## src/rtl/mips_pkg.sv

```systemverilog
// mips_pkg: shared constants and the fetch packet type for the MIPS-RISC32 front end
package mips_pkg;
   localparam int INSTR_W = 32;
   localparam int WORD_BYTES = 4;
   localparam logic [31:0] DEFAULT_RESET_PC = 32'h0000_0000;
   typedef struct packed {
      logic [31:0]        pc;
      logic [INSTR_W-1:0] instr;
   } fetch_pkt_t;
endpackage

```

## src/rtl/if_fifo2.sv

```systemverilog
// if_fifo2: two-entry fetch-packet skid FIFO with synchronous flush and same-cycle push/pop
module if_fifo2
   import mips_pkg::*;
(
   input  logic       clk,
   input  logic       rst,
   input  logic       flush,
   input  logic       push,
   input  logic       pop,
   input  fetch_pkt_t push_pkt,
   output fetch_pkt_t head,
   output logic [1:0] count
);
   fetch_pkt_t slot0, slot1;
   assign head = slot0;
   // occupancy; reset and flush both empty the queue, dropping any concurrent push
   always_ff @(posedge clk)
      if (rst || flush) count <= 2'd0;
      else count <= count + 2'(push) - 2'(pop);
   // slot0 is always the head; slot1 only matters when two entries are held
   always_ff @(posedge clk) begin
      slot0 <= pop ? ((count == 2'd2) ? slot1 : push_pkt) : (push && count == 2'd0) ? push_pkt : slot0;
      slot1 <= push ? push_pkt : slot1;
   end
   // the issue rule upstream must never let the queue overflow or underflow
   always_ff @(posedge clk)
      if (!rst && !flush) begin
         assert (!(push && !pop && count == 2'd2));
         assert (!(pop && count == 2'd0));
      end
endmodule

```

## src/rtl/mips_if_stage.sv

```systemverilog
// mips_if_stage: PC, iMem request issue and buffered instruction hand-off to decode
module mips_if_stage
   import mips_pkg::*;
#(
   parameter logic [31:0] RESET_PC = DEFAULT_RESET_PC,
   parameter int          IMEM_AW  = 10
) (
   input  logic               clk,
   input  logic               resetn,
   output logic               imem_en,
   output logic [IMEM_AW-1:0] imem_addr,
   input  logic [31:0]        imem_rdata,
   input  logic               redirect_valid,
   input  logic [31:0]        redirect_pc,
   input  logic               id_ready,
   output logic               if_valid,
   output logic [31:0]        if_instr,
   output logic [31:0]        if_pc,
   output logic [31:0]        if_pc_plus4,
   output logic               misaligned_err
);
   logic [31:0] pc, req_pc;
   logic        inflight, pop, push;
   logic [1:0]  count;
   logic [2:0]  occ;
   fetch_pkt_t  head;
   assign if_valid    = !resetn && count != 2'd0;
   assign if_instr    = if_valid ? head.instr : '0;
   assign if_pc       = if_valid ? head.pc : '0;
   assign if_pc_plus4 = if_pc + 32'(WORD_BYTES);
   assign pop         = if_valid && id_ready;
   assign push        = !resetn && inflight && !redirect_valid;
   assign occ         = 3'(count) + 3'(inflight) - 3'(pop);
   assign imem_en     = !resetn && !redirect_valid && !misaligned_err && occ < 3'd2;
   assign imem_addr   = pc[IMEM_AW+1:2];
   // PC, outstanding-request tracking and the sticky misalignment halt
   always_ff @(posedge clk)
      if (resetn) begin
         pc             <= RESET_PC;
         req_pc         <= RESET_PC;
         inflight       <= 1'b0;
         misaligned_err <= 1'b0;
      end else begin
         inflight <= imem_en;
         if (redirect_valid) begin
            pc <= redirect_pc;
            if (redirect_pc[1:0] != 2'b00) misaligned_err <= 1'b1;
         end else if (imem_en) begin
            pc     <= pc + 32'(WORD_BYTES);
            req_pc <= pc;
         end
      end
   if_fifo2 u_fifo (
      .clk     (clk),
      .rst     (resetn),
      .flush   (redirect_valid),
      .push    (push),
      .pop     (pop),
      .push_pkt('{pc: req_pc, instr: imem_rdata}),
      .head    (head),
      .count   (count)
   );
endmodule

```

## config.mk

```make
export PLATFORM = sky130hd
export DESIGN_NAME = mips_if_stage
export DESIGN_NICKNAME = d
export VERILOG_FILES = /design/src/rtl/mips_pkg.sv /design/src/rtl/if_fifo2.sv /design/src/rtl/mips_if_stage.sv
export SDC_FILE = /design/constraint.sdc
export NUM_CORES = 1
export LEC_CHECK = 0
export ABC_AREA = 1
export BUFFER_PORTS_ARGS = -buffer_cell sky130_fd_sc_hd__buf_2
export CAP_MARGIN = 10
export CORE_MARGIN = 2
export CORE_UTILIZATION = 50
export DETAILED_ROUTE_END_ITERATION = 16
export PLACE_DENSITY_LB_ADDON = 0.15
export SYNTH_ARGS = -nofsm -noshare
export SYNTH_HDL_FRONTEND = slang
export SYNTH_HIERARCHICAL = 1
export SYNTH_SLANG_ARGS = --single-unit
```

## constraint.sdc

```tcl
create_clock -name clk -period 7.7 [get_ports clk]
set_input_delay 0.77 -clock clk [delete_from_list [all_inputs] [get_ports clk]]
set_output_delay 0.77 -clock clk [all_outputs]
set_load 0.05 [all_outputs]
```

==> impl_metrics.tcl <==
set metrics [dict create \
    status "completed" \
    rows 52 \
    antenna_found_initial 0 \
    max-cap-violations 0 \
    worstMarginPinSlew_ns 1.11 \
    slew-limit-headroom 0.259 \
    initial_core_util 0.511 \
    drive_above_1_share 0.244 \
    post_cts_buffers 0 \
    setup_viol 0 \
    min_path_type "reg2reg" \
    die_x_um 148 \
    layout_commonest_cell "nand2_1" \
    viasPerCell 4.83 \
    chipHeight_um 148 \
    gp_congestion 0.911 \
    async_reset_ff_frac 0 \
    yosysTopAreaCell "edfxtp_1" \
    regArea_mm2 0.00520 \
    dieArea_mm2 0.0218 \
    antenna_cells 0 \
    rsz0062_at_grt "false" \
    area_delta_synth_final_pct 14.1 \
    synth_area_per_cell_um2 8.47 \
    wl_per_cell_um 13.4 \
    ys_warn_count 6 \
    finalNetCount 1440 \
    track_usage 0.208 \
    first_pass_iters 5 \
    synth_nets 1294 \
    finalWorstSetupSlack_ns 3.19 \
    numClockSinks 196 \
    clk_latency_ns 0.43 \
    cp.required_ns 6.93 \
    clk_pin_slew_ns 0.07 \
    wirelength_mm 22.1 \
    fin_crit_sh 0.585 \
    arrival_ns 3.74 \
    dr_total_vias 7959 \
    grt_pass1_wl_mm 36.6 \
    holdWs_ns 0.456 \
    fillers 1856 \
    synth_cell_type_count 39 \
    finalMaxSlewViolations 0 \
    power_density_mw_per_mm2 191 \
    timing.fmax_mhz 222 \
    holdBufCountCts 0 \
    mostFrequentLayoutCells "291 x nand2_1, 217 x inv_1, 176 x buf_2, 158 x nor2_1, 128 x edfxtp_1" \
    wl_met2_mm 9.79 \
    port-buffer-count 176 \
    final_core_util 0.583 \
    globalRouteOverflowTotal 0 \
    cts_root_buf "clkbuf_16" \
    synth_area_mm2 0.0103 \
    r2r-start "u_fifo/count[1]$_SDFF_PP0_" \
    yosysSeqAreaShare 0.504 \
    cts_buffer_depth 2 \
    wl_met1_mm 10.8 \
    end_kind "output pin" \
    period_minus_slack_ns 4.51 \
    pre_cts_slack_ns 3.07 \
    h-tree-depth 4 \
    path_max_fanout 58 \
    critPathKind "in2out" \
    startpoint_type "primary input" \
    skew_ns 0.0103 \
    ant_nets 0 \
    grt_start_max_net_pins 84 \
    dp_hpwl_mm 15.8 \
    multi_input_area_mm2 0.00390 \
    drtIter0Drc 555 \
    setup_tns_ns 0 \
    cts_resized 0 \
    synth_ff_type "edfxtp_1" \
    ios 177 \
    wl_met3_mm 1.14 \
    timing.reg2reg.setup_slack_ns 3.99 \
    coreArea_mm2 0.0202 \
    grt_pass1_vias 7445 \
    hold_start "pc[1]$_SDFFE_PP0P_" \
    hold_viol 0 \
    maxUsedRoutingLayer "met4" \
    leakagePower_nw 5.40 \
    startpoint "resetn" \
    synth_edf_count 128 \
    ys_seq_elements 196 \
    ir_drop_mv 0.162 \
    synth_top_area_share 0.372 \
    cts_tree "yes" \
    syn_inst 1220 \
    synth_top_cells_by_area "edfxtp_1 37%, dfxtp_1 13%, nand2_1 11%, inv_1 7.9%, nor2_1 5.8%" \
    remaining_drc_errors 0 \
    cts_made_buffers 17 \
]
Yosys cell counts (14+ instances only):
cell type,n
nor2_1,159
a211oi_2,18
xor2_1,15
o21ai_0,36
edfxtp_1,128
dfxtp_1,68
buf_6,19
buf_4,17
nor2_2,14
o21ai_2,64
inv_1,217
nand3_1,65
nand2_1,291
a21oi_1,25
power by group:
group | switching (mW) | leakage, nW | internal [mW]
logic | 0.117 | 3.38 | 0.0583
registers | 0.0282 | 1.74 | 1.16
clock network | 0.406 | 0.282 | 0.488
total | 0.551 | 5.40 | 1.70
worst max-delay path, stage by stage:
cell	delay [ns]
buf_2	0.08
buf_4	0.52
inv_4	0.23
o21ai_4	0.11
buf_4	0.64
nor2_1	0.13
ha_1	0.27
nand2_1	0.13
nor3_4	0.07
nand2_2	0.15
nor2_2	0.07
nand2_1	0.08
xor2_1	0.13
buf_2	0.28
through the flow:
stage	instance area [um^2]	total power, mW	std cells
floorplan	10300	1.33	1220
global placement	11200	1.38	1617
detailed placement	11200	1.38	1617
CTS	11800	2.28	1649
global route	11800	2.34	1649
finish	11800	2.25	1649
state kept, by name, summed over array words and instances (netlist names):
register,count
req_pc,32
u_fifo/head,64
u_fifo/count,2
inflight,1
u_fifo/slot1,64
pc,32
misaligned_err,1
logic make-up (layout without fill, tap and decap cells):
| family | Yosys count | after routing | share of synthesized area |
|---|---|---|---|
| flip-flops | 196 | 196 | 0.504 |
| buffers and inverters | 276 | 435 | 0.121 |
| AO/OA/AOI/OAI | 156 | 156 | 0.115 |
| adder cells (fa/ha/maj) | 6 | 6 | 0.00799 |
| XOR/XNOR | 21 | 21 | 0.0178 |
| AND/OR/NAND/NOR | 565 | 565 | 0.234 |
worst paths after layout:
kind                       endpoint  cells after the start
max                 if_pc_plus4[18]                     14
max reg2reg     pc[14]$_SDFFE_PP0P_                     11
min reg2reg  req_pc[1]$_SDFFE_PP0P_                      2
min          req_pc[1]$_SDFFE_PP0P_                      2
layer usage:
| layer | up-vias | GRT usage |
|---|---|---|
| met5 | - | 0 |
| met4 | 0 | 0.0654 |
| met2 | 207 | 0.324 |
| met1 | 3602 | 0.302 |
| li1 | 4128 | - |
| met3 | 22 | 0.0312 |
cell type report:
| class | instances | share of cell area |
|---|---|---|
| Clock inverter | 15 | 0.0144 |
| Sequential cell | 196 | 0.442 |
| Inverter | 222 | 0.0709 |
| Tap cell | 270 | 0.0287 |
| Timing Repair Buffer | 181 | 0.0779 |
| Multi-Input combinational cell | 748 | 0.331 |
| Clock buffer | 17 | 0.0361 |
(Power assumes the default switching activity.)
